[config.mk]
export PLATFORM = sky130hd
export DESIGN_NAME = router_src_arbiter_flat
export DESIGN_NICKNAME = d
export VERILOG_FILES = /design/src/rtl/router_pkg.sv /design/src/rtl/router_src_arbiter_if.sv /design/src/rtl/router_src_arbiter_rr.sv /design/src/rtl/router_src_arbiter.sv /design/src/flat_wrapper.sv
export SDC_FILE = /design/constraint.sdc
export NUM_CORES = 1
export LEC_CHECK = 0
export BUFFER_PORTS_ARGS = -buffer_cell sky130_fd_sc_hd__buf_2
export CAP_MARGIN = 20
export CORE_MARGIN = 2
export CORE_UTILIZATION = 52
export CTS_BUF_LIST = sky130_fd_sc_hd__clkbuf_16
export DETAILED_ROUTE_END_ITERATION = 7
export HOLD_SLACK_MARGIN = 0.1
export PLACE_DENSITY = 0.84
export SETUP_SLACK_MARGIN = 0.3
export SLEW_MARGIN = 10
export SYNTH_ARGS = -nofsm -noshare
export SYNTH_HDL_FRONTEND = slang
export SYNTH_HIERARCHICAL = 1
export SYNTH_SLANG_ARGS = --single-unit
[constraint.sdc]
create_clock -name clock -period 3.3 [get_ports clock]
set_clock_uncertainty 0.2 [all_clocks]
set_input_delay 0.495 -clock clock [delete_from_list [all_inputs] [get_ports clock]]
set_output_delay 0.495 -clock clock [all_outputs]
set_load 0.005 [all_outputs]
[src/rtl/router_pkg.sv]
// router_pkg: header layout, length width and FSM states shared by the source arbiter.
package router_pkg;
    localparam int ADDR_LSB = 0;
    localparam int LEN_LSB = 2;
    localparam int LEN_W = 6;
    localparam logic [1:0] ADDR_INVALID = 2'b11;
    typedef enum logic [1:0] {ARB, XFER, PARITY, DROP} state_t;
endpackage

[src/rtl/router_src_arbiter_if.sv]
// router_src_arbiter_if: source-side and router-side signals of the packet arbiter.
interface router_src_arbiter_if #(
    parameter int NUM_SRC = 3,
    parameter int SEL_W = $clog2(NUM_SRC)
);
    logic [NUM_SRC-1:0] src_req;
    logic [NUM_SRC-1:0] src_pkt_valid;
    logic [NUM_SRC*8-1:0] src_data;
    logic [NUM_SRC-1:0] src_gnt;
    logic src_ready;
    logic router_busy;
    logic router_pkt_valid;
    logic [7:0] router_data;
    logic [SEL_W-1:0] cur_src;
    logic pkt_done;
    logic drop_pulse;
    logic len_err;
    modport master (
        output src_req, src_pkt_valid, src_data, router_busy,
        input src_gnt, src_ready, router_pkt_valid, router_data, cur_src, pkt_done, drop_pulse, len_err
    );
    modport slave (
        input src_req, src_pkt_valid, src_data, router_busy,
        output src_gnt, src_ready, router_pkt_valid, router_data, cur_src, pkt_done, drop_pulse, len_err
    );
endinterface

[src/rtl/router_src_arbiter_rr.sv]
// rr_arbiter: combinational round-robin pick, searching upward from ptr with wrap.
module rr_arbiter #(
    parameter int NUM_SRC = 3,
    parameter int SEL_W = $clog2(NUM_SRC)
) (
    input logic [NUM_SRC-1:0] req,
    input logic [SEL_W-1:0] ptr,
    output logic [NUM_SRC-1:0] gnt,
    output logic [SEL_W-1:0] idx,
    output logic any
);
    logic [SEL_W-1:0] j;
    // scan downward so the candidate closest to ptr is written last and wins
    always_comb begin
        gnt = '0;
        idx = '0;
        any = 1'b0;
        j = '0;
        for (int k = NUM_SRC - 1; k >= 0; k--) begin
            j = SEL_W'((int'(ptr) + k) % NUM_SRC);
            if (req[j]) begin
                gnt = '0;
                gnt[j] = 1'b1;
                idx = j;
                any = 1'b1;
            end
        end
    end
endmodule

[src/rtl/router_src_arbiter.sv]
// router_src_arbiter: packet-granular round-robin sharing of the router input among sources.
module router_src_arbiter
    import router_pkg::*;
#(
    parameter int NUM_SRC = 3,
    parameter int SEL_W = $clog2(NUM_SRC)
) (
    input logic clock,
    input logic resetn,
    router_src_arbiter_if.slave bus
);
    state_t state;
    logic [SEL_W-1:0] ptr, cur_src, win;
    logic [NUM_SRC-1:0] gnt_q, win_oh;
    logic [LEN_W-1:0] len, cnt;
    logic hdr_seen, win_any, pv, consume, done;
    logic [7:0] data_arr [NUM_SRC];
    logic [7:0] beat;
    for (genvar g = 0; g < NUM_SRC; g++) begin : g_unpack
        assign data_arr[g] = bus.src_data[8*g +: 8];
    end
    rr_arbiter #(.NUM_SRC(NUM_SRC), .SEL_W(SEL_W)) u_rr (
        .req(bus.src_req), .ptr(ptr), .gnt(win_oh), .idx(win), .any(win_any)
    );
    assign beat = data_arr[cur_src];
    assign pv = bus.src_pkt_valid[cur_src];
    assign consume = state == DROP || (state == XFER && !bus.router_busy);
    assign done = state == XFER && consume && !pv;
    assign bus.src_gnt = (state == XFER || state == DROP) ? gnt_q : '0;
    assign bus.src_ready = consume;
    assign bus.router_pkt_valid = state == XFER && pv;
    assign bus.router_data = state == XFER ? beat : 8'h00;
    assign bus.cur_src = cur_src;
    assign bus.pkt_done = done;
    assign bus.len_err = done && (cnt != len || len == '0);
    assign bus.drop_pulse = state == DROP && !pv;
    // first consumed valid beat is the header; later valid beats are payload
    always_ff @(posedge clock) begin
        if (!resetn) begin
            state <= ARB;
            ptr <= '0;
            cur_src <= '0;
            gnt_q <= '0;
            len <= '0;
            cnt <= '0;
            hdr_seen <= 1'b0;
        end else begin
            case (state)
                ARB: if (!bus.router_busy && win_any) begin
                    cur_src <= win;
                    gnt_q <= win_oh;
                    ptr <= win == SEL_W'(NUM_SRC - 1) ? '0 : win + 1'b1;
                    len <= '0;
                    cnt <= '0;
                    hdr_seen <= 1'b0;
                    state <= data_arr[win][ADDR_LSB +: 2] == ADDR_INVALID ? DROP : XFER;
                end
                XFER: if (consume) begin
                    if (!pv) state <= PARITY;
                    else if (!hdr_seen) begin
                        len <= beat[LEN_LSB +: LEN_W];
                        hdr_seen <= 1'b1;
                    end else cnt <= cnt != '1 ? cnt + 1'b1 : cnt;
                end
                DROP: if (!pv) state <= PARITY;
                default: state <= ARB;
            endcase
        end
    end
endmodule

[src/flat_wrapper.sv]
// flat-port wrapper written by rule: the top's interface ports become plain ports
module router_src_arbiter_flat import router_pkg::*;
#(
    parameter int NUM_SRC = 3,
    parameter int SEL_W = $clog2(NUM_SRC)
)
  (clock, resetn, bus_src_req, bus_src_pkt_valid, bus_src_data, bus_router_busy, bus_src_gnt, bus_src_ready, bus_router_pkt_valid, bus_router_data, bus_cur_src, bus_pkt_done, bus_drop_pulse, bus_len_err);
  router_src_arbiter_if #(.NUM_SRC(NUM_SRC), .SEL_W(SEL_W)) bus_i ();
  input logic clock;
  input logic resetn;
  input wire logic [$bits(bus_i.src_req)-1:0] bus_src_req;
  input wire logic [$bits(bus_i.src_pkt_valid)-1:0] bus_src_pkt_valid;
  input wire logic [$bits(bus_i.src_data)-1:0] bus_src_data;
  input wire logic [$bits(bus_i.router_busy)-1:0] bus_router_busy;
  output wire logic [$bits(bus_i.src_gnt)-1:0] bus_src_gnt;
  output wire logic [$bits(bus_i.src_ready)-1:0] bus_src_ready;
  output wire logic [$bits(bus_i.router_pkt_valid)-1:0] bus_router_pkt_valid;
  output wire logic [$bits(bus_i.router_data)-1:0] bus_router_data;
  output wire logic [$bits(bus_i.cur_src)-1:0] bus_cur_src;
  output wire logic [$bits(bus_i.pkt_done)-1:0] bus_pkt_done;
  output wire logic [$bits(bus_i.drop_pulse)-1:0] bus_drop_pulse;
  output wire logic [$bits(bus_i.len_err)-1:0] bus_len_err;
  assign bus_i.src_req = bus_src_req;
  assign bus_i.src_pkt_valid = bus_src_pkt_valid;
  assign bus_i.src_data = bus_src_data;
  assign bus_i.router_busy = bus_router_busy;
  assign bus_src_gnt = bus_i.src_gnt;
  assign bus_src_ready = bus_i.src_ready;
  assign bus_router_pkt_valid = bus_i.router_pkt_valid;
  assign bus_router_data = bus_i.router_data;
  assign bus_cur_src = bus_i.cur_src;
  assign bus_pkt_done = bus_i.pkt_done;
  assign bus_drop_pulse = bus_i.drop_pulse;
  assign bus_len_err = bus_i.len_err;
  router_src_arbiter #(.NUM_SRC(NUM_SRC), .SEL_W(SEL_W)) u_core (.clock(clock), .resetn(resetn), .bus(bus_i));
endmodule
# ---- After elaboration in Yosys (flattened, before gate mapping)
# Index checks and enable logic that the tools add are counted.
# Widths: inputs -> output; s select.
dict set report totals {
  register_bits 22
  elab_cells 111
}
dict set report op_classes {
  addsub 4
  div 3
  n_lt_le_gt_ge 9
  eq_ne 12
  muxes 51
  bitwise_logic 2
  reduce_logical 23
}
# cell n
set ops {}
lappend ops {{$mod 32x3->32 const B} 2}
lappend ops {{$mux 6} 8}
lappend ops {{$bmux 8 s2} 2}
lappend ops {{$mod 3x3->32 const B} 1}
lappend ops {{$mux 8} 3}
lappend ops {{$pmux 6 s2} 2}
lappend ops {{$mux 2} 10}
lappend ops {{$mux 1} 13}
lappend ops {{$lt 2x3->1 const B} 4}
lappend ops {{$mux 3} 4}
lappend ops {{$logic_and 1x1->1} 10}
lappend ops {{$bmux 1 s2} 4}
lappend ops {{$ne 2x1->1 const B} 4}
lappend ops {{$add 6x1->6 const B} 1}
lappend ops {{$demux 1 s2} 3}
lappend ops {{$eq 2x2->1 const B} 3}
lappend ops {{$ge 2x1->1 const B} 3}
lappend ops {{$ge 3x3->1 const B} 2}
lappend ops {{$logic_not 6->1} 1}
lappend ops {{$ne 6x6->1} 1}
lappend ops {{$ne 6x6->1 const B} 1}
lappend ops {{$not 2->3} 2}
lappend ops {{$pmux 2 s3} 1}
lappend ops {{$reduce_and 6->1} 1}
lappend ops {{13 further kinds} 18}

# ---- Logic depth before layout (Yosys ltp)
# Gate-level depths: netlist of run 1.
dict set report logic_depth {
  depth_word 15
  ltp_mapped 11
  mapped_depth_nobuf 10
}

# ---- Modules after synthesis
# Netlist of run 1, hierarchy kept.
# mod n_inst cells_per_inst area_each_um2
set by_module_without_submodules {}
lappend by_module_without_submodules {router_src_arbiter 1 179 1496.4}
lappend by_module_without_submodules {rr_arbiter 1 39 287.8}

# ---- Least setup slack after synthesis of run 1
# Ideal clock, no wire load.
dict set report synth_timing {
  kind {reg-to-reg}
  start {register u_core.ptr[0]}
  end {register u_core.len[0]}
  arrival_time_ns 2.380
  required_time_ns 3.030
  path_slack_ns 0.650
  stages_incl_launch_ff 11
  path_buffers 2
  synth_period_minus_slack_ns 2.650
  path_cell_list {dfxtp_1 -> inv_1 -> ha_1 -> mux2_4 -> mux2_4 -> or3_1 -> or4b_1 -> buf_2 -> buf_2 -> o211ai_1 -> a21boi_1}
}
dict set report synth_between {
  elab_chain_cells 10
}
# element line_no
set synth_rtl {}
lappend synth_rtl {{start: declaration} router_src_arbiter.sv:13} ;# logic [SEL_W-1:0] ptr, cur_src, win;
lappend synth_rtl {{start signal: assignment} router_src_arbiter.sv:52} ;# ptr <= win == SEL_W'(NUM_SRC - 1) ? '0 : win + 1'b1;
lappend synth_rtl {{$add 2x2->3} router_src_arbiter_rr.sv:20} ;# j = SEL_W'((int'(ptr) + k) % NUM_SRC);
lappend synth_rtl {{$mod 32x3->32} router_src_arbiter_rr.sv:20}
lappend synth_rtl {{$bmux 1 s2} router_src_arbiter_rr.sv:21} ;# if (req[j]) begin
lappend synth_rtl {{$mux 1 (implied by the code)} router_src_arbiter_rr.sv:21}
lappend synth_rtl {{$mux 1 (2 in a row)} router_src_arbiter_rr.sv:21}
lappend synth_rtl {{$mux 1 *} router_src_arbiter_rr.sv:21}
lappend synth_rtl {{named net u_core.win_any} router_src_arbiter.sv:16} ;# logic hdr_seen, win_any, pv, consume, done;
lappend synth_rtl {{$logic_and 1x1->1 *} router_src_arbiter.sv:49} ;# ARB: if (!bus.router_busy && win_any) begin
lappend synth_rtl {{$ne 2x1->1 (no source line) *} n/a}
lappend synth_rtl {{$reduce_and 5->1 (no source line) *} n/a}
lappend synth_rtl {{end signal: assignment} router_src_arbiter.sv:61} ;# len <= beat[LEN_LSB +: LEN_W];
lappend synth_rtl {{end: declaration} router_src_arbiter.sv:15} ;# logic [LEN_W-1:0] len, cnt;
# Mark *: on every way through the listed nets, which the timed path passes. The rest lies on a longest branch. The select of a mux whose other input is x is not followed.
# A chain may end at the register's enable or synchronous reset.

# ---- Final worst setup path of run 1
dict set report layout_timing {
  start {register u_core.ptr[0]}
  end {register u_core.ptr[1]}
}
dict set report layout_between {
  elab_chain_cells 9
}
# element line_no
set layout_rtl {}
lappend layout_rtl {{$add 2x2->3} router_src_arbiter_rr.sv:20}
lappend layout_rtl {{$mod 32x3->32} router_src_arbiter_rr.sv:20}
lappend layout_rtl {{$bmux 1 s2} router_src_arbiter_rr.sv:21}
lappend layout_rtl {{$mux 1 (implied by the code)} router_src_arbiter_rr.sv:21}
lappend layout_rtl {{$mux 1 (2 in a row)} router_src_arbiter_rr.sv:21}
lappend layout_rtl {{$mux 1 *} router_src_arbiter_rr.sv:21}
lappend layout_rtl {{named net u_core.win_any} router_src_arbiter.sv:16}
lappend layout_rtl {{$logic_and 1x1->1 *} router_src_arbiter.sv:49}
lappend layout_rtl {{$reduce_and 2->1 (no source line) *} n/a}
# Marked as above.

==> summary.md, run 1 <==
| Metric | Value |
|---|---|
| Outcome | `complete, no violations` |
| Hold depth | `2` |
| Met3 usage | `~4.5%` |
| CP max stage cell | `or4b_4` |
| Reg2Reg Launch Point | `u_core/ptr[0]` |
| Die Area | `3916 um^2` |
| Clock root cell | `clkbuf_16` |
| Number of CTS-inserted buffers | `3` |
| Largest net degree at the start of global routing | `26` |
| Diodes inserted | `0` |
| Hold Path Sink | `u_core/len[1]` |
| Mapped Cells | `218` |
| Initial Util | `53.89%` |
| Global router's overall resource usage | `22.46%` |
| Fin. Hold Viols | `0` |
| Slew HR | `56.01%` |
| RSZ-0062 raised after global routing | `no` |
| Max Transition Viols Final | `0` |
| GR met2 Demand/Resource | `39.25%` |
| Synthesized Nets | `approximately 260` |
| HP Start | `u_core/len[1]` |
| Seq. cell area | `440.4 um^2` |
| Logic pwr share | `42.7%` |
| Period utilization | `85.07%` |
| #FFs+latches synth | `22` |
| Met1 global-route usage | `between 20% and 30%` |
| Most Used Layer, Global Route | `met2` |
| Vias in the first global route | `1691` |
| Worst VDD drop | `0.3726 mV` |
| P&R area growth vs syn | `18.30%` |
| Min cycle time layout | `roughly 2800 ps` |
| Reg2reg path depth | `10` |
| Synthesis Warnings | `6` |
| Yosys cell types | `53` |
| Placer Congestion | `0.9012` |
| Delay of the slowest cell on the worst path | `around 550 ps` |
| Post-synth EDFFs | `0` |
| Arrival @ worst endpoint | `2800 ps` |
| Hold Path Class | `reg -> reg` |
| Cell Area, Synth | `1784 um^2` |
| Critical Path Start | `u_core/ptr[0]` |
| Routed len/inst | `13.83 um` |
| Top Family by Delay on Critical Path | `simple AND/OR/NAND/NOR gates` |
| Initial antenna violation count | `0` |
| Final instance area | `2111 um^2` |
| Most common cell after layout, fill and taps aside | `buf_2` |
| Psw | `approximately 0.37 mW` |
| Setup Buffers After CTS | `0` |
| Vias per cell | `between 5 and 6` |
| Post-synth ARST share | `0%` |
| Share of layout cells above drive strength 1 | `between 20% and 30%` |
| Overall routed net length | `4231 um` |
| Die Ht | `about 63 um` |
| Site Rows | `21` |
| Syn_area_per_cell | `between 8 and 9 um^2` |
| GR Overflow Total | `0` |
| Boundary pin count | `51` |
| PwrDens | `482.5 nW/um^2` |
| DRT antenna net count | `0` |
| Clock sink total | `22` |
| Max Fclk | `0.3562 GHz` |
| Maxcap violations | `0` |
| Layout Nets | `299` |
| Clk buf depth | `2` |
| Critical R2R Capture | `u_core/ptr[1]` |
| Input/output buffers | `50` |
| Setup TNS | `0 ps` |
| Post-synth top area cell | `dfxtp_1` |
| Post-DP Area | `just over 2000 um^2` |
| CP bufs+invs | `2` |
| Type of the worst setup path | `reg -> reg` |
| P_leak | `0.8745 nW` |
| WHS | `329.7 ps` |
| Routed vias | `1784` |
| Sequential area share after synthesis | `24.68%` |
| Internal Power | `0.6446 mW` |
| Drc violations | `0` |
| Core Box Area | `3311 um^2` |
| Worst Path Max Fanout | `10` |
| Critical path endpoint category | `flip-flop` |
| Synth top area cells | `dfxtp_1 (25%), mux2i_1 (9.0%), o211ai_1 (5.9%), nor2b_1 (3.9%), ha_1 (3.5%)` |
| Iteration count of the initial detailed-routing pass | `4` |
| Clock share of power | `25.0%` |
| Area taken by multi-input logic gates | `1246 um^2` |
| Top_reg_cell synth | `dfxtp_1` |
| Detail Placement HPWL | `3185 um` |
| Most frequent cells in the layout | `buf_2 (50), dfxtp_1 (22), mux2i_1 (16), nand2_1 (15), o211ai_1 (14)` |
| CTS tree | `done` |
| Top-area cell type share of the netlist area | `24.68%` |
| Clock-pin slew on the worst setup and hold paths | `60 ps` |
| Seq pwr share | `between 30% and 40%` |
| Die Wd | `62.58 um` |
| Slew @ Worst Pin | `655.5 ps` |
| Cells along the critical path | `inv_1 -> ha_1 -> and3b_1 -> o21bai_1 -> or3_1 -> or4b_4 -> buf_4 -> nor3b_1 -> a21oi_1 -> nor2b_1` |
| R2R setup slack | `490 ps` |
| Later-pin clock latency in the skew report | `250 ps` |
| Global-route wire length before repair | `about 7400 um` |
| H-tree levels | `1` |
| # fillers | `about 310` |
| Required time worst endpoint | `3290 ps` |
| Drt first-iter violations | `94` |
| Finish-stage setup viols | `0` |
| CP Launch Type | `flip-flop` |
| Switching fraction of total power | `36.71%` |
-- flip-flops by register name, indices dropped and copies added (netlist names) --
register and cells:
u_core/len 6, u_core/hdr_seen 1, u_core/bus.cur_src 2, u_core/gnt_q 3, u_core/state 2, u_core/ptr 2
u_core/cnt 6
-- power by group through the flow --
| stage | clock network (mW) | registers [mW] | logic (mW) |
|---|---|---|---|
| after floorplan | 0 | 0.317 | 0.339 |
| after global placement | 0 | 0.332 | 0.416 |
| after detailed placement | 0 | 0.334 | 0.425 |
| after CTS | 0.256 | 0.329 | 0.427 |
| after global routing | 0.275 | 0.333 | 0.481 |
| final | 0.254 | 0.329 | 0.435 |
-- repair_timing --
item	in CTS	in global routing
resized for setup	0	2
hold endpoints to repair	0	0
setup endpoints to repair	0	14
hold buffers	0	0
-- cells in the mapped netlist, types with 6 or more instances --
library cell,instances
nand3_1,7
a21boi_1,6
a21oi_1,6
nand2_1,15
dfxtp_1,22
o2bb2ai_1,6
mux2i_1,16
o211ai_1,14
nor2_1,11
nor2b_1,11
inv_1,6
o21ai_0,11
buf_2,6
and2_1,9
-- metal layers --
layer | share of wire [%] | vias up
met4 | 1.1 | 0
met2 | 49 | 49
met3 | 4.8 | 6
met5 | 0 | -
met1 | 45 | 826
li1 | - | 903
-- per-stage QoR --
| stage | power (mW) | setup slack (ps) | instances | utilization (%) |
|---|---|---|---|---|
| 6_report | 1.018 | 492.7 | 306 | 63.76 |
| 5_1_grt | 1.090 | 349.8 | 306 | 63.76 |
| 4_1_cts | 1.011 | 317.4 | 306 | 63.53 |
| 3_5_place_dp | 0.7590 | 319.4 | 302 | 61.15 |
| 3_3_place_gp | 0.7488 | 409.8 | 302 | 61.15 |
| 2_1_floorplan | 0.6565 | 650.1 | 218 | - |
-- cells by family after synthesis --
group           share of synthesized area, %
buf+inv                                5.891
fa+ha+maj                              3.506
mux                                    10.66
simple gates                           25.67
flops                                  24.68
compound gates                         27.14
xor+xnor                               2.455
-- tightest hold or removal path, stage by stage, from the launching register on --
cell and delay (ps):
dfxtp_1 340, o211ai_1 90, a21boi_1 60
-- cell type report --
type,instances,area share [%]
Clock buffer,3,3.557
Clock inverter,1,0.1778
Inverter,6,1.067
Multi-Input combinational cell,176,59.04
Sequential cell,22,20.87
Tap cell,46,2.727
Timing Repair Buffer,52,12.57
-- how the worst max path moves through the flow --
| stage | end | slack (ps) | cells past startpoint |
|---|---|---|---|
| CTS | u_core/ptr[1] | 320 | 10 |
| detailed placement | u_core/ptr[1] | 320 | 10 |
| global placement | u_core/ptr[1] | 410 | 10 |
| finish | u_core/ptr[1] | 490 | 10 |
| global route | u_core/ptr[1] | 350 | 10 |
| floorplan | u_core/len[0] | 650 | 10 |
(Power assumes the default switching activity.)
==> run 2, diff against run 1 <==
--- a/config.mk
+++ b/config.mk
@@ -7,12 +7,15 @@
 export LEC_CHECK = 0
 export BUFFER_PORTS_ARGS = -buffer_cell sky130_fd_sc_hd__buf_2
 export CAP_MARGIN = 20
+export CELL_PAD_IN_SITES_DETAIL_PLACEMENT = 0
+export CELL_PAD_IN_SITES_GLOBAL_PLACEMENT = 1
 export CORE_MARGIN = 2
-export CORE_UTILIZATION = 52
+export CORE_UTILIZATION = 38
 export CTS_BUF_LIST = sky130_fd_sc_hd__clkbuf_16
 export DETAILED_ROUTE_END_ITERATION = 7
 export HOLD_SLACK_MARGIN = 0.1
 export PLACE_DENSITY = 0.84
+export RECOVER_POWER = 25
 export SETUP_SLACK_MARGIN = 0.3
 export SLEW_MARGIN = 10
 export SYNTH_ARGS = -nofsm -noshare
==> run 2 against run 1 <==
  * Design area increased by 1.6%
  * Register-to-register slack got worse by 40 ps
  * Worst hold slack got worse by 22 ps
  * Final cell count increased by 2.6%
  * Power increased by 8.9%
  * Clock power increased by 35%
  * Non-clock buffer count increased by 2
  * Sequential cell count unchanged
  * Routed wire length increased by 6.1%
==> summary.md, run 2 (synthesized netlist as in run 1, its figures left out) <==
| Metric | Value |
|---|---|
| CP max stage cell | `dfxtp_1` |
| Largest net degree at the start of global routing | `26 (unchanged)` |
| Internal Power | `0.7234 mW (+12%)` |
| Outcome | `complete, no violations` |
| P&R area growth vs syn | `20.20%` |
| Most frequent cells in the layout | `buf_2 (43), dfxtp_1 (22), mux2i_1 (16), nand2_1 (15), o211ai_1 (14)` |
| Min cycle time layout | `2846 ps (+38.86 ps)` |
| Site Rows | `24 (+14%)` |
| Post-DP Area | `2047 um^2 (+1.1%)` |
| Vias in the first global route | `1634 (-3.4%)` |
| P_leak | `0.8671 nW (-0.84%)` |
| Vias per cell | `5.551 (-4.8%)` |
| Core Box Area | `4444 um^2 (+34%)` |
| Layout Nets | `301 (+0.67%)` |
| GR Overflow Total | `0 (unchanged)` |
| Share of layout cells above drive strength 1 | `22.14% (-2.1 points)` |
| Initial antenna violation count | `0 (unchanged)` |
| Logic pwr share | `39.9% (-2.8 points)` |
| Global router's overall resource usage | `17.76% (-4.7 points)` |
| CTS tree | `done` |
| Input/output buffers | `50 (unchanged)` |
| Clock sink total | `22 (unchanged)` |
| Die Area | `5259 um^2 (+34%)` |
| Setup TNS | `0 ps (unchanged)` |
| Maxcap violations | `0 (unchanged)` |
| Slew @ Worst Pin | `750.3 ps (+94.76 ps)` |
| Setup Buffers After CTS | `0 (unchanged)` |
| Final instance area | `2145 um^2 (+1.6%)` |
| Arrival @ worst endpoint | `2800 ps (about the same)` |
| Cells along the critical path | `inv_1 -> ha_1 -> mux2_1 -> mux2_4 -> or3_1 -> or4b_1 -> buf_4 -> mux2i_1 -> nor2b_1` |
| Detail Placement HPWL | `3391 um (+6.5%)` |
| CP Launch Type | `flip-flop` |
| Clock-pin slew on the worst setup and hold paths | `60 ps (about the same)` |
| Max Transition Viols Final | `0 (unchanged)` |
| Die Ht | `72.52 um (+16%)` |
| Fin. Hold Viols | `0 (unchanged)` |
| Finish-stage setup viols | `0 (unchanged)` |
| Period utilization | `86.25% (+1.2 points)` |
| Iteration count of the initial detailed-routing pass | `4 (unchanged)` |
| Worst Path Max Fanout | `9 (-1)` |
| Hold Path Class | `reg -> reg` |
| Routed vias | `1743 (-2.3%)` |
| Routed len/inst | `14.30 um (+3.4%)` |
| Type of the worst setup path | `reg -> reg` |
| Overall routed net length | `4489 um (+6.1%)` |
| WHS | `307.9 ps (-21.77 ps)` |
| H-tree levels | `1 (unchanged)` |
| Initial Util | `40.15% (-14 points)` |
| Seq pwr share | `29.3% (-3.0 points)` |
| Delay of the slowest cell on the worst path | `370 ps (-180 ps)` |
| Cts hold-fix bufs | `0 (unchanged)` |
| Later-pin clock latency in the skew report | `260 ps (about the same)` |
| Clock root cell | `clkbuf_16` |
| PwrDens | `517.2 nW/um^2 (+7.2%)` |
| Die Wd | `72.52 um (+16%)` |
| Placer Congestion | `0.7864 (-13%)` |
| Required time worst endpoint | `3250 ps (-40 ps)` |
| Clk buf depth | `2 (unchanged)` |
| Inst Count DP | `310 (+2.6%)` |
| Boundary pin count | `51 (unchanged)` |
| Diodes inserted | `0 (unchanged)` |
| Slew HR | `49.65% (-6.4 points)` |
| Psw | `0.3858 mW (+3.2%)` |
| Post-cts resize count | `0 (unchanged)` |
| RSZ-0062 raised after global routing | `no` |
| DRT antenna net count | `0 (unchanged)` |
| Most common cell after layout, fill and taps aside | `buf_2` |
| Biggest regs | `u_core/cnt (6), u_core/len (6), u_core/gnt_q (3)` |
| Worst VDD drop | `0.2854 mV (-23%)` |
| Final core occ | `48.25% (-16 points)` |
| Switching fraction of total power | `34.78% (-1.9 points)` |
| Drc violations | `0 (unchanged)` |
| Final Instance Count excl. Fillers | `314 (+2.6%)` |
| Critical path endpoint category | `flip-flop` |
| Drt first-iter violations | `62 (-34%)` |
| Max Fclk | `0.3513 GHz (-1.4%)` |
| Global-route wire length before repair | `7486 um (+1.5%)` |
| Clock share of power | `30.8% (+5.8 points)` |
| Number of CTS-inserted buffers | `3 (unchanged)` |
run 2: cell count changes in the layout (fill, tap and decap cells not counted):
cell,before,now
buf_2,50,43
mux2_4,2,1
clkbuf_2,0,1
buf_4,2,4
or4b_4,2,1
clkbuf_1,0,6
bufinv_16,0,1
mux2_1,0,1
clkinv_1,1,0
or4b_1,0,1
run 2: layout make-up:
type / count / area [um^2]
fillers: 453 / 2300
multi-input cells: 176 / 1239
flip-flops and latches: 22 / 440.4
repair buffers: 54 / 272.8
clock buffers: 3 / 75.07
well taps: 52 / 65.06
clock inverters: 1 / 30.03
inverters: 6 / 22.52
run 2: per-stage QoR:
step / setup slack (ps) / total power, mW
after floorplan: 650.1 / 0.6565
after detailed placement: 472.7 / 0.7728
final: 453.8 / 1.109
after global routing: 275.7 / 1.189
after global placement: 535.5 / 0.7714
after CTS: 465.4 / 1.119
run 2: routing by layer:
metal	part of all wire [%]	global-route usage, %	vias up
li1	-	-	904
met5	0	0	-
met3	5.3	4.028	4
met4	0.67	4.321	0
met1	47	22.97	797
met2	47	29.90	38
run 2: final timing paths:
kind                  from               endpoint  slack, ps  depth (start not counted)
max          u_core/ptr[0]  u_core/bus.cur_src[1]        450                          9
min          u_core/len[5]          u_core/len[5]        310                          2
max reg2reg  u_core/ptr[0]  u_core/bus.cur_src[1]        450                          9
min reg2reg  u_core/len[5]          u_core/len[5]        310                          2
run 2: worst max-delay path: cells and delay by family, from the launching register on:
kind / cells / cell delay (ps)
adder cells (fa/ha/maj): 1 / 270
AND/OR/NAND/NOR: 3 / 760
flip-flops: 1 / 370
buffers and inverters: 2 / 300
multiplexers: 3 / 830
run 2: power by group through the flow:
stage / combinational (mW) / clock (mW) / sequential [mW]
floorplan: 0.339 / 0 / 0.317
global placement: 0.442 / 0 / 0.330
detailed placement: 0.443 / 0 / 0.330
CTS: 0.445 / 0.350 / 0.324
global route: 0.496 / 0.364 / 0.329
finish: 0.442 / 0.342 / 0.325
==> run 3, diff against run 2 <==
--- a/config.mk
+++ b/config.mk
@@ -6,7 +6,6 @@
 export NUM_CORES = 1
 export LEC_CHECK = 0
 export BUFFER_PORTS_ARGS = -buffer_cell sky130_fd_sc_hd__buf_2
-export CAP_MARGIN = 20
 export CELL_PAD_IN_SITES_DETAIL_PLACEMENT = 0
 export CELL_PAD_IN_SITES_GLOBAL_PLACEMENT = 1
 export CORE_MARGIN = 2
==> constraint.sdc (replaced) <==
create_clock -name clock -period 3.3 [get_ports clock]
set_clock_uncertainty 0.2 [all_clocks]
set_input_delay 0.495 -clock clock [delete_from_list [all_inputs] [get_ports clock]]
set_output_delay 0.495 -clock clock [all_outputs]
set_load 0.05 [all_outputs]
==> run 3 against run 2 <==
  * Power grew 9.0%
  * Count of clock-buffer cells in the layout unchanged
  * Sequential share of layout area decreased by 0.19 points
  * Utilization increased by 0.45 points
  * Largest cell class unchanged
  * Fmax rose by 3.5%
  * Design area rose by 0.93%
  * Sequential power about the same
  * Routed wire length fell by 0.67%
  * Non-clock buffer count is 1 higher
  * Sequential cell count did not move
==> summary.md, run 3 (synthesized netlist as in run 1, its figures left out) <==
| Metric | Value |
|---|---|
| Clock sink total | `22 (unchanged)` |
| Core Box Area | `4444 um^2 (unchanged)` |
| DRT antenna net count | `0 (unchanged)` |
| Placer Congestion | `0.9022 (+15%)` |
| Die Wd | `72.52 um (unchanged)` |
| Die Ht | `72.52 um (unchanged)` |
| Maxcap violations | `0 (unchanged)` |
| Initial Util | `40.15% (unchanged)` |
| Fin. Hold Viols | `0 (unchanged)` |
| Vias per cell | `5.629 (+1.4%)` |
| Hold Path Class | `reg -> reg` |
| Routed len/inst | `14.16 um (-0.98%)` |
| Worst VDD drop | `0.4159 mV (+46%)` |
| Type of the worst setup path | `reg -> out` |
| Boundary pin count | `51 (unchanged)` |
| Min cycle time layout | `2751 ps (-95.60 ps)` |
| Setup TNS | `0 ps (unchanged)` |
| Input/output buffers | `50 (unchanged)` |
| Number of CTS-inserted buffers | `3 (unchanged)` |
| Detail Placement HPWL | `3365 um (-0.77%)` |
| # fillers | `452 (-0.22%)` |
| Cts hold-fix bufs | `0 (unchanged)` |
| Finish-stage setup viols | `0 (unchanged)` |
| Routed vias | `1773 (+1.7%)` |
| Site Rows | `24 (unchanged)` |
| Max Fclk | `0.3636 GHz (+3.5%)` |
| Later-pin clock latency in the skew report | `260 ps (about the same)` |
| Max Transition Viols Final | `0 (unchanged)` |
| Slew @ Worst Pin | `807.1 ps (+56.84 ps)` |
| Post-cts resize count | `0 (unchanged)` |
| Worst slack, placed | `472.7 ps (+0.01300 ps)` |
| Global router's overall resource usage | `17.68% (-0.076 points)` |
| Overall routed net length | `4459 um (-0.67%)` |
| Setup Buffers After CTS | `0 (unchanged)` |
| Clock-pin slew on the worst setup and hold paths | `60 ps (about the same)` |
| Drt first-iter violations | `94 (+52%)` |
| Seq. cell area | `440.4 um^2 (unchanged)` |
| Outcome | `complete, no violations` |
| Share of layout cells above drive strength 1 | `22.43% (+0.30 points)` |
| Total power draw | `1.209 mW (+9.0%)` |
| Period utilization | `83.35% (-2.9 points)` |
| Die Area | `5259 um^2 (unchanged)` |
| Biggest regs | `u_core/cnt (6), u_core/len (6), u_core/gnt_q (3)` |
| P_leak | `0.8677 nW (about the same)` |
| CTS tree | `done` |
| Clock root cell | `clkbuf_16` |
| RSZ-0062 raised after global routing | `no` |
| Arrival @ worst endpoint | `2060 ps (-740 ps)` |
| GR Overflow Total | `0 (unchanged)` |
| Clk buf depth | `2 (unchanged)` |
| P&R area growth vs syn | `21.32%` |
| Drc violations | `0 (unchanged)` |
| Worst setup margin | `549.4 ps (+95.60 ps)` |
| Critical path endpoint category | `primary output` |
| Reg2reg path depth | `10 (+1)` |
| Hold depth | `2 (unchanged)` |
| Most common cell after layout, fill and taps aside | `buf_2` |
| Layout Nets | `302 (+0.33%)` |
| Most frequent cells in the layout | `buf_2 (41), dfxtp_1 (22), mux2i_1 (16), nand2_1 (15), o211ai_1 (14)` |
| Required time worst endpoint | `2600 ps (-650 ps)` |
| Largest net degree at the start of global routing | `26 (unchanged)` |
| Iteration count of the initial detailed-routing pass | `4 (unchanged)` |
| Worst Path Max Fanout | `9 (unchanged)` |
| Area taken by multi-input logic gates | `1255 um^2 (+1.3%)` |
| PwrDens | `558.7 nW/um^2 (+8.0%)` |
| H-tree levels | `1 (unchanged)` |
| Vias in the first global route | `1612 (-1.3%)` |
| Slew HR | `45.83% (-3.8 points)` |
| Initial antenna violation count | `0 (unchanged)` |
| Diodes inserted | `0 (unchanged)` |
| CP Launch Type | `flip-flop` |
| Global-route wire length before repair | `7438 um (-0.64%)` |
-- run 3: cell types whose count changed in the layout (fill, tap and decap cells not counted), sizes merged --
cell,previous run,this run
buf,47,46
clkbuf,10,12
-- run 3: path summary, 6_finish.rpt --
kind | from | end | slack, ps
min | u_core/gnt_q[2] | u_core/gnt_q[2] | 310
min reg2reg | u_core/gnt_q[2] | u_core/gnt_q[2] | 310
max reg2reg | u_core/ptr[0] | u_core/ptr[1] | 570
max | u_core/bus.cur_src[1] | bus_len_err | 550
-- run 3: per-layer routing --
metal  vias to the layer above  GRT usage (%)  share of wire, %
met5                         -              0                 0
met4                         0          4.321              0.83
li1                        902              -                 -
met2                        55          29.60                47
met1                       812          22.92                46
met3                         4          4.167               5.8
-- run 3: final cells by class --
class	instances	area share, %
Multi-Input combinational cell	176	57.98
Clock buffer	3	3.468
Timing Repair Buffer	55	12.77
Sequential cell	22	20.35
Tap cell	52	3.006
Inverter	6	1.040
Clock inverter	1	1.387
-- run 3: worst max-delay path, stage by stage (launching register included) --
cell     delay [ps]
dfxtp_1         350
mux2i_1         430
o21ai_1         360
nor3_4          240
o41a_2          160
buf_2           250
-- run 3: report_power, final --
part | internal, mW | total, mW | switching (mW)
Combinational | 0.199 | 0.544 | 0.345
Sequential | 0.291 | 0.325 | 0.0341
Clock | 0.241 | 0.340 | 0.0994
-- run 3: metrics by stage --
stage / instances / hold WS (ps) / instance area [um^2] / utilization [%]
finish: 315 / 312.8 / 2165 / 48.71
global route: 315 / 349.7 / 2165 / 48.71
CTS: 315 / 318.2 / 2172 / 48.87
detailed placement: 311 / 300.6 / 2067 / 46.51
global placement: 311 / 291.4 / 2067 / 46.51
floorplan: 218 / 275.2 / 1797 / -
